File: src/rtl/outstanding_tracker.sv
// Per-channel outstanding-request tracker: credit-limited request acceptance,
// response accounting with sticky underflow flags, and a drain/quiesce handshake.
module outstanding_tracker #(
    parameter int NUM_CH          = 4,
    parameter int CNT_W           = 8,
    parameter int MAX_OUTSTANDING = 32,
    parameter int TOT_W           = CNT_W + $clog2(NUM_CH) + 1
) (
    input  logic              clk,
    input  logic              rst,
    input  logic [NUM_CH-1:0] rq_vld_in,
    output logic [NUM_CH-1:0] rq_rdy_out,
    input  logic [NUM_CH-1:0] rs_vld_in,
    input  logic              drain_req,
    output logic              drain_ack,
    input  logic              err_clr,
    output logic [NUM_CH-1:0] err_underflow,
    output logic [NUM_CH-1:0] ch_idle,
    output logic              done,
    output logic [TOT_W-1:0]  total_outstanding
);

    localparam logic [1:0] ST_RUN     = 2'd0;
    localparam logic [1:0] ST_DRAIN   = 2'd1;
    localparam logic [1:0] ST_DRAINED = 2'd2;

    localparam logic [CNT_W-1:0] MAX_CNT = CNT_W'(MAX_OUTSTANDING);

    logic [1:0]       state;
    logic [1:0]       state_nxt;
    logic [CNT_W-1:0] count     [NUM_CH];
    logic [CNT_W-1:0] count_nxt [NUM_CH];
    logic [NUM_CH-1:0] acc;
    logic [NUM_CH-1:0] underflow;
    logic [NUM_CH-1:0] err_nxt;
    logic [TOT_W-1:0]  total_sum;

    // Ready depends only on registered state; a same-cycle response never frees a credit early.
    always_comb begin
        for (int unsigned c = 0; c < NUM_CH; c++) begin
            rq_rdy_out[c] = (count[c] < MAX_CNT) && (state == ST_RUN);
            ch_idle[c]    = (count[c] == '0);
        end
    end

    assign done      = &ch_idle;
    assign drain_ack = (state == ST_DRAINED);
    assign acc       = rq_vld_in & rq_rdy_out;

    always_comb begin
        total_sum = '0;
        for (int unsigned c = 0; c < NUM_CH; c++) begin
            total_sum = total_sum + TOT_W'(count[c]);
        end
    end

    assign total_outstanding = total_sum;

    always_comb begin
        for (int unsigned c = 0; c < NUM_CH; c++) begin
            count_nxt[c] = count[c];
            underflow[c] = 1'b0;
            if (acc[c] && !rs_vld_in[c]) begin
                count_nxt[c] = count[c] + 1'b1;
            end else if (!acc[c] && rs_vld_in[c]) begin
                if (count[c] != '0) begin
                    count_nxt[c] = count[c] - 1'b1;
                end else begin
                    underflow[c] = 1'b1;
                end
            end
        end
    end

    // A new underflow in the same cycle as a clear keeps its flag set.
    assign err_nxt = (err_underflow & ~{NUM_CH{err_clr}}) | underflow;

    always_comb begin
        state_nxt = state;
        case (state)
            ST_RUN: begin
                if (drain_req) begin
                    state_nxt = ST_DRAIN;
                end
            end
            ST_DRAIN: begin
                if (!drain_req) begin
                    state_nxt = ST_RUN;
                end else if (done) begin
                    state_nxt = ST_DRAINED;
                end
            end
            ST_DRAINED: begin
                if (!drain_req) begin
                    state_nxt = ST_RUN;
                end
            end
            default: state_nxt = ST_RUN;
        endcase
    end

    always_ff @(posedge clk) begin
        if (!rst) begin
            state         <= ST_RUN;
            err_underflow <= '0;
            for (int unsigned c = 0; c < NUM_CH; c++) begin
                count[c] <= '0;
            end
        end else begin
            state         <= state_nxt;
            err_underflow <= err_nxt;
            for (int unsigned c = 0; c < NUM_CH; c++) begin
                count[c] <= count_nxt[c];
            end
        end
    end

endmodule

File: config.mk
export PLATFORM = sky130hd
export DESIGN_NAME = outstanding_tracker
export DESIGN_NICKNAME = d
export VERILOG_FILES = /design/src/rtl/outstanding_tracker.sv
export SDC_FILE = /design/constraint.sdc
export NUM_CORES = 1
export LEC_CHECK = 0
export BUFFER_PORTS_ARGS = -buffer_cell sky130_fd_sc_hd__buf_2
export CAP_MARGIN = 40
export CORE_UTILIZATION = 31
export DETAILED_ROUTE_END_ITERATION = 10
export GPL_TIMING_DRIVEN = 0
export SLEW_MARGIN = 5
export SYNTH_ARGS = -nofsm -noshare
export SYNTH_HDL_FRONTEND = slang
export SYNTH_SLANG_ARGS = --single-unit
File: constraint.sdc
create_clock -name clk -period 3.9 [get_ports clk]
set_input_delay 0.78 -clock clk [delete_from_list [all_inputs] [get_ports clk]]
set_output_delay 0.78 -clock clk [all_outputs]
set_load 0.03 [all_outputs]
==> metrics.log, run 1 <==
[metrics] Critical Path End: total_outstanding[9]
[metrics] final setup slack of the worst path: -29.6 ps
[metrics] endpoint arrival time on the critical path: 3150 ps
[metrics] Total Negative Setup Slacks: -56.7 ps
[metrics] number of DRC markers after the initial detailed-route iteration: 90
[metrics] slack of the worst reg-to-reg path: 480 ps
[metrics] ranking of synthesized cells by instance count: 52 x sky130_fd_sc_hd__inv_1, 41 x sky130_fd_sc_hd__ha_1, 38 x sky130_fd_sc_hd__dfxtp_1
[metrics] flip-flop and latch count after synthesis: 38
[metrics] initial core utilization: 31.8%
[metrics] met2 routed WL: 4370 µm
[metrics] leading cell types by total area after synthesis: sky130_fd_sc_hd__dfxtp_1 21%, sky130_fd_sc_hd__ha_1 14%, sky130_fd_sc_hd__fa_1 11%
[metrics] final worst-path cycle share: 101%
[metrics] outcome: complete, but fails checks
[metrics] DR WL/cell: 14.7 µm
[metrics] detailed-route vias per instance: 5.10
[metrics] most frequent cell on the critical path: sky130_fd_sc_hd__fa_1
[metrics] Final Routed Wirelength: 9110 µm
[metrics] Root Buffer Master: sky130_fd_sc_hd__clkbuf_16
[metrics] post-CTS clock slew at the launch and capture registers of the worst setup and hold paths: 60 ps
[metrics] number of buffers inserted during clock tree synthesis: 5
[metrics] top layer used by detailed routing: met4
[metrics] total DRC errors in the routed layout: 0
[metrics] Area Growth Syn to Fin: 18.5%
[metrics] Overall Global Routing Usage: 15.2%
[metrics] wire length of the first global-routing pass: 15200 µm
[metrics] Final Hold Fails: 0
[metrics] primary flip-flop cell chosen by synthesis mapping: sky130_fd_sc_hd__dfxtp_1
[metrics] weighted congestion reported at the end of routability-driven placement: 0.850
[metrics] Clock Sink Count: 38
[metrics] instance area at placement: 4000 µm²
[metrics] Post-Synthesis Cells: 422
[metrics] critical path data required time: 3120 ps
[metrics] endpoint of the most critical register-to-register path: count[3][7]$_SDFFE_PN0P_
[metrics] worst min-delay path class: register to register
[metrics] failing checks: negative setup slack
[metrics] Post-synth ARST share: 0%
[metrics] number of max-capacitance violations reported: 0
[metrics] number of global-route vias before repair: 3058
[metrics] post-DP HPWL: 6940 µm
[metrics] largest net degree at the start of global routing: 12
[metrics] minimum clock period after layout: 3930 ps
[metrics] Met1 Routed Length: 4260 µm
[metrics] leading cell type by number of instances after synthesis: sky130_fd_sc_hd__inv_1
[metrics] vias after detailed routing: 3152
[metrics] met3 wire len: 317 µm
[metrics] Worst path slowest cell: sky130_fd_sc_hd__fa_1
[metrics] distinct cell type count of the synthesized netlist: 44
[metrics] standard-cell row count: 39
[metrics] buffer levels on the longest clock path: 2
[metrics] area of the core: 11500 µm²
[metrics] syn nets: 495
[metrics] antenna fix cells: 0
[metrics] input/output buffers: 34
[metrics] kind of start point of the critical path: register
[metrics] die span in x: 111 µm
[metrics] worst setup path class: register to output pin
[metrics] cell taking the most area after synthesis: sky130_fd_sc_hd__dfxtp_1
[metrics] Fin Clk Skew: 6.63 ps
[metrics] sequential-to-total area share from yosys stat: 20.8%
[metrics] f_max: 254 MHz
[metrics] pin slew with the least headroom to its limit: 585 ps
[metrics] Pre-antenna DRT Iters: 4
[metrics] worst slack, placed: -233 ps
[metrics] clk_lat worst skew: 280 ps
[metrics] Layout Nets: 548
[metrics] EDFF count, synth: 0
[metrics] proportion of layout cells with a drive suffix above 1: 19.4%
[metrics] clock tree from TritonCTS: built
[metrics] grt total ovfl: 0
[metrics] max_slew headroom: 61.0%
[metrics] ANT nets after route: 0
[metrics] warning count from the yosys run: 0
[metrics] RSZ-0062 raised after global routing: yes
[metrics] Crit. Startpoint: count[2][1]$_SDFFE_PN0P_
[metrics] average footprint of a synthesized cell: 8.65 µm²
[metrics] floorplan die height: 111 µm
[metrics] I/O pins: 37
[metrics] number of slew-limit violations in the final report: 0
[metrics] sequence of cells on the critical path: inv_4 -> fa_1 -> inv_1 -> fa_1 -> ha_2 -> inv_2 -> fa_2 -> nor2b_2 -> o21ai_2 -> a21boi_2 -> o31a_1 -> o22a_1 -> buf_6
[metrics] worst stage delay on the critical path: 530 ps
[metrics] share of the core filled with cells: 37.7%
[metrics] Setup crit end kind: output pin
[metrics] path depth of the worst reg2reg path: 12
[metrics] maximum level of the CTS H-tree: 2
[metrics] final standard cell area without fillers: 4320 µm²
[metrics] setup violators final: 2
[metrics] launch instance of the worst register-to-register path: count[3][5]$_SDFFE_PN0P_
[metrics] share of the synthesized area in the top cell type: 20.8%
[metrics] Die Footprint: 12200 µm²
[metrics] filler cell count in the final layout: 1189
[metrics] post-synth design cell area: 3650 µm²
[metrics] Critical Path Fanout Max: 3
[metrics] antenna violations before repair: 0
-- critical path: cells and delay by family, from the launching register on --
family | cells | cell delay (ps)
adder cells (fa/ha/maj) | 4 | 1550
AO/OA/AOI/OAI | 4 | 570
flip-flops | 1 | 360
buffers and inverters | 4 | 260
AND/OR/NAND/NOR | 1 | 140
-- per-stage QoR --
| step | instances | hold slack, ps |
|---|---|---|
| after floorplan | 422 | 467 |
| after global placement | 599 | 479 |
| after detailed placement | 599 | 496 |
| after CTS | 614 | 497 |
| after global routing | 618 | 508 |
| final | 618 | 494 |
-- routing by layer --
| layer | GRT usage (%) | up-vias |
|---|---|---|
| li1 | - | 1601 |
| met1 | 20.6 | 1481 |
| met2 | 25.5 | 60 |
| met3 | 1.87 | 10 |
| met4 | 4.09 | 0 |
| met5 | 0 | - |
-- layout make-up --
type | instances | area [µm²] | share of cell area [%]
multi-input cells | 321 | 2700 | 62.3
flip-flops and latches | 38 | 788 | 18.2
repair buffers | 46 | 285 | 6.60
inverters | 52 | 198 | 4.57
well taps | 143 | 179 | 4.14
clock buffers | 7 | 133 | 3.07
plain buffers | 11 | 46.3 | 1.07
-- repair_timing --
| item | CTS | global route |
|---|---|---|
| endpoints found under the hold margin | 0 | 0 |
| gates resized for setup | 27 | 14 |
| gates cloned | 0 | 0 |
| endpoints found under the setup margin | 5 | 5 |
| pin swaps | 8 | 12 |
| buffers inserted | 8 | 5 |
| hold buffers | 0 | 0 |
-- logic make-up (layout without fill, tap and decap cells) --
kind of cell	Yosys count	after routing	share of synthesized area, %
adder cells (fa/ha/maj)	61	61	25.0
XOR/XNOR	14	14	3.36
other	1	1	0.103
multiplexers	13	13	3.57
AND/OR/NAND/NOR	125	125	19.6
AO/OA/AOI/OAI	107	107	20.9
flip-flops	38	38	20.8
buffers and inverters	63	116	6.62
-- flip-flops by register name, indices dropped and copies added, names as in the netlist --
register	flops
count	32
err_underflow	4
state	2
-- worst min path at each step --
| stage | slack (ps) | to | start | cells after the start |
|---|---|---|---|---|
| 6_report | 490 | count[3][3]$_SDFFE_PN0P_ | count[3][3]$_SDFFE_PN0P_ | 2 |
| 5_1_grt | 510 | count[3][3]$_SDFFE_PN0P_ | count[3][3]$_SDFFE_PN0P_ | 2 |
| 4_1_cts | 500 | count[3][3]$_SDFFE_PN0P_ | count[3][3]$_SDFFE_PN0P_ | 2 |
| 3_5_place_dp | 500 | err_underflow[3]$_SDFF_PN0_ | err_underflow[3]$_SDFF_PN0_ | 2 |
| 3_3_place_gp | 480 | count[3][7]$_SDFFE_PN0P_ | count[3][7]$_SDFFE_PN0P_ | 2 |
| 2_1_floorplan | 470 | count[3][7]$_SDFFE_PN0P_ | count[3][7]$_SDFFE_PN0P_ | 2 |
-- layout by cell type, fill, tap and decap left out, drive strengths merged, types with 5 or more instances in the layout --
cell,instances
clkbuf,17
a21o,11
o21bai,8
mux2i,13
xnor2,10
a211o,6
nand2,26
dfxtp,38
inv,52
nand3,14
o21ai,19
or3,5
fa,20
nor2b,16
nand4,8
nor2,18
nand2b,8
a21boi,8
buf,47
a211oi,10
ha,41
o211ai,14
a21oi,15
nor3,16
Power of run 1 is not shown: default switching activity piles up to over one toggle a cycle in this logic, so the estimate is an artifact.
==> inputs of run 2 (changes only) <==
==> constraint.sdc (replaced) <==
create_clock -name clk -period 3.2 [get_ports clk]
set_input_delay 0.64 -clock clk [delete_from_list [all_inputs] [get_ports clk]]
set_output_delay 0.64 -clock clk [all_outputs]
set_load 0.03 [all_outputs]
==> run 2 against run 1 <==
Against the previous run:
- the flow still finishes with violations (negative setup slack)
- critical path type unchanged
- final area is 8.0% higher
- worst hold slack gained 2.3 ps
- utilization grew 3.0 points
- clock-buffer cell count is the same
- global-route usage grew 0.079 points
- clock skew decreased by 1.5 ps
- via count grew 4.9%
- non-clock buffer count grew 16
- die area stayed put
- register-to-register slack worse by 320 ps
- routed wire length up 3.0%
- first-iteration DRC count up 31%
==> metrics.log, run 2 (same netlist as run 1, synthesis figures left out) <==
[metrics] Setup crit end kind: output pin
[metrics] Reg with most FFs: count
[metrics] Placed Cells: 599
[metrics] launch instance of the worst register-to-register path: count[2][7]$_SDFFE_PN0P_
[metrics] clk_lat worst skew: 280 ps
[metrics] Clock Sink Count: 38
[metrics] worst min-delay path startpoint: count[2][3]$_SDFFE_PN0P_
[metrics] ANT nets after route: 0
[metrics] RSZ-0062 raised after global routing: yes
[metrics] Final Routed Wirelength: 9380 µm
[metrics] minimum clock period after layout: 3840 ps
[metrics] kind of start point of the critical path: register
[metrics] Area Growth Syn to Fin: 27.9%
[metrics] outcome: complete, but fails checks
[metrics] area of the core: 11500 µm²
[metrics] standard-cell row count: 39
[metrics] antenna violations before repair: 0
[metrics] worst setup path class: register to output pin
[metrics] Pre-antenna DRT Iters: 5
[metrics] detailed-route vias per instance: 5.20
[metrics] commonest cells after routing, fill and taps aside: 43 x sky130_fd_sc_hd__inv_1, 36 x sky130_fd_sc_hd__ha_1, 29 x sky130_fd_sc_hd__buf_4, 26 x sky130_fd_sc_hd__nand2_1, 26 x sky130_fd_sc_hd__buf_2
[metrics] post-CTS clock slew at the launch and capture registers of the worst setup and hold paths: 60 ps
[metrics] antenna fix cells: 0
[metrics] Fin Clk Skew: 5.12 ps
[metrics] vias after detailed routing: 3305
[metrics] grt total ovfl: 0
[metrics] most common cell after layout, fill and taps aside: sky130_fd_sc_hd__inv_1
[metrics] biggest registers after layout: count x32, err_underflow x4, state x2
[metrics] pin slew with the least headroom to its limit: 694 ps
[metrics] met3 wire len: 421 µm
[metrics] buffer levels on the longest clock path: 2
[metrics] number of DRC markers after the initial detailed-route iteration: 118
[metrics] wire length of the first global-routing pass: 15400 µm
[metrics] final worst-path cycle share: 120%
[metrics] max reg flops: 32
[metrics] number of max-capacitance violations reported: 0
[metrics] Final Hold Fails: 0
[metrics] met2 routed WL: 4530 µm
[metrics] die span in x: 111 µm
[metrics] critical path data required time: 2560 ps
[metrics] Critical Path Fanout Max: 3
[metrics] maximum level of the CTS H-tree: 2
[metrics] Overall Global Routing Usage: 15.3%
[metrics] I/O pins: 37
[metrics] input/output buffers: 34
[metrics] f_max: 260 MHz
[metrics] largest net degree at the start of global routing: 12
[metrics] max_slew headroom: 53.7%
[metrics] proportion of layout cells with a drive suffix above 1: 28.6%
[metrics] DR WL/cell: 14.8 µm
[metrics] Met1 Routed Length: 4290 µm
[metrics] Layout Nets: 565
[metrics] worst min-delay path class: register to register
[metrics] slack of the worst reg-to-reg path: 160 ps
[metrics] floorplan die height: 111 µm
[metrics] total DRC errors in the routed layout: 0
[metrics] number of global-route vias before repair: 3119
[metrics] Non-Filler Instances: 636
[metrics] top layer used by detailed routing: met4
[metrics] post-DP HPWL: 7050 µm
[metrics] clock tree from TritonCTS: built
[metrics] Die Footprint: 12200 µm²
[metrics] setup violators final: 8
[metrics] final setup slack of the worst path: -643 ps
[metrics] initial core utilization: 31.8%
[metrics] endpoint arrival time on the critical path: 3200 ps
[metrics] Root Buffer Master: sky130_fd_sc_hd__clkbuf_16
[metrics] weighted congestion reported at the end of routability-driven placement: 0.865
[metrics] number of buffers inserted during clock tree synthesis: 5
[metrics] Crit. Startpoint: count[2][1]$_SDFFE_PN0P_
[metrics] number of slew-limit violations in the final report: 0
[metrics] failing checks: negative setup slack
==> run 2: cell count changes in the layout (fill, tap and decap cells not counted), sizes merged <==
| cell | before | now |
|---|---|---|
| buf | 47 | 62 |
| clkinvlp | 0 | 5 |
| inv | 52 | 48 |
| clkbuf | 17 | 18 |
| clkinv | 0 | 1 |
==> run 2: layout make-up <==
cell class                      count  area (µm²)
Timing Repair inverter              1        5.00
Tap cell                          143         179
Clock inverter                      1        5.00
Buffer                             11        46.3
Multi-Input combinational cell    321        2870
Timing Repair Buffer               62         424
Clock buffer                        7         143
Inverter                           52         210
Sequential cell                    38         787
Fill cell                        1167        6800
==> run 2: what timing repair did <==
item | CTS | global route
setup endpoints to repair | 10 | 15
setup buffers | 8 | 20
resized for setup | 29 | 37
pin swaps | 10 | 14
hold buffers | 0 | 0
gates cloned | 0 | 1
==> run 2: worst paths after layout <==
path | endpoint | depth (start not counted)
setup / recovery | total_outstanding[9] | 13
hold / removal | count[2][3]$_SDFFE_PN0P_ | 2
setup reg to reg | count[2][7]$_SDFFE_PN0P_ | 13
hold reg to reg | count[2][3]$_SDFFE_PN0P_ | 2
==> run 2: through the flow <==
stage | TNS [ps] | hold slack (ps) | utilization (%) | cell area [µm²] | setup slack, ps
3_3_place_gp | -1670 | 480 | 35.6 | 4080 | -465
4_1_cts | -3030 | 500 | 38.2 | 4380 | -642
5_1_grt | -3980 | 539 | 40.7 | 4670 | -758
6_report | -2980 | 496 | 40.7 | 4670 | -643
2_1_floorplan | -597 | 467 | - | 3730 | -253
3_5_place_dp | -1790 | 494 | 35.6 | 4080 | -491
==> run 2: per-layer routing <==
| metal | vias to the layer above | global-route usage (%) |
|---|---|---|
| li1 | 1638 | - |
| met1 | 1586 | 20.4 |
| met2 | 71 | 25.2 |
| met3 | 10 | 2.41 |
| met4 | 0 | 4.98 |
| met5 | - | 0 |
==> run 2: worst max-delay path, cell delays in order, from the launching register on <==
cell and delay, ps:
sky130_fd_sc_hd__dfxtp_4 350, sky130_fd_sc_hd__inv_2 40, sky130_fd_sc_hd__fa_1 540, sky130_fd_sc_hd__inv_1 50, sky130_fd_sc_hd__fa_1 480, sky130_fd_sc_hd__ha_2 180
sky130_fd_sc_hd__inv_2 40, sky130_fd_sc_hd__fa_2 340, sky130_fd_sc_hd__nor2b_1 120, sky130_fd_sc_hd__o21ai_1 100, sky130_fd_sc_hd__a21boi_2 190, sky130_fd_sc_hd__o31a_1 200
sky130_fd_sc_hd__o22a_4 160, sky130_fd_sc_hd__buf_6 120
Power of run 2 is left out for the same reason.
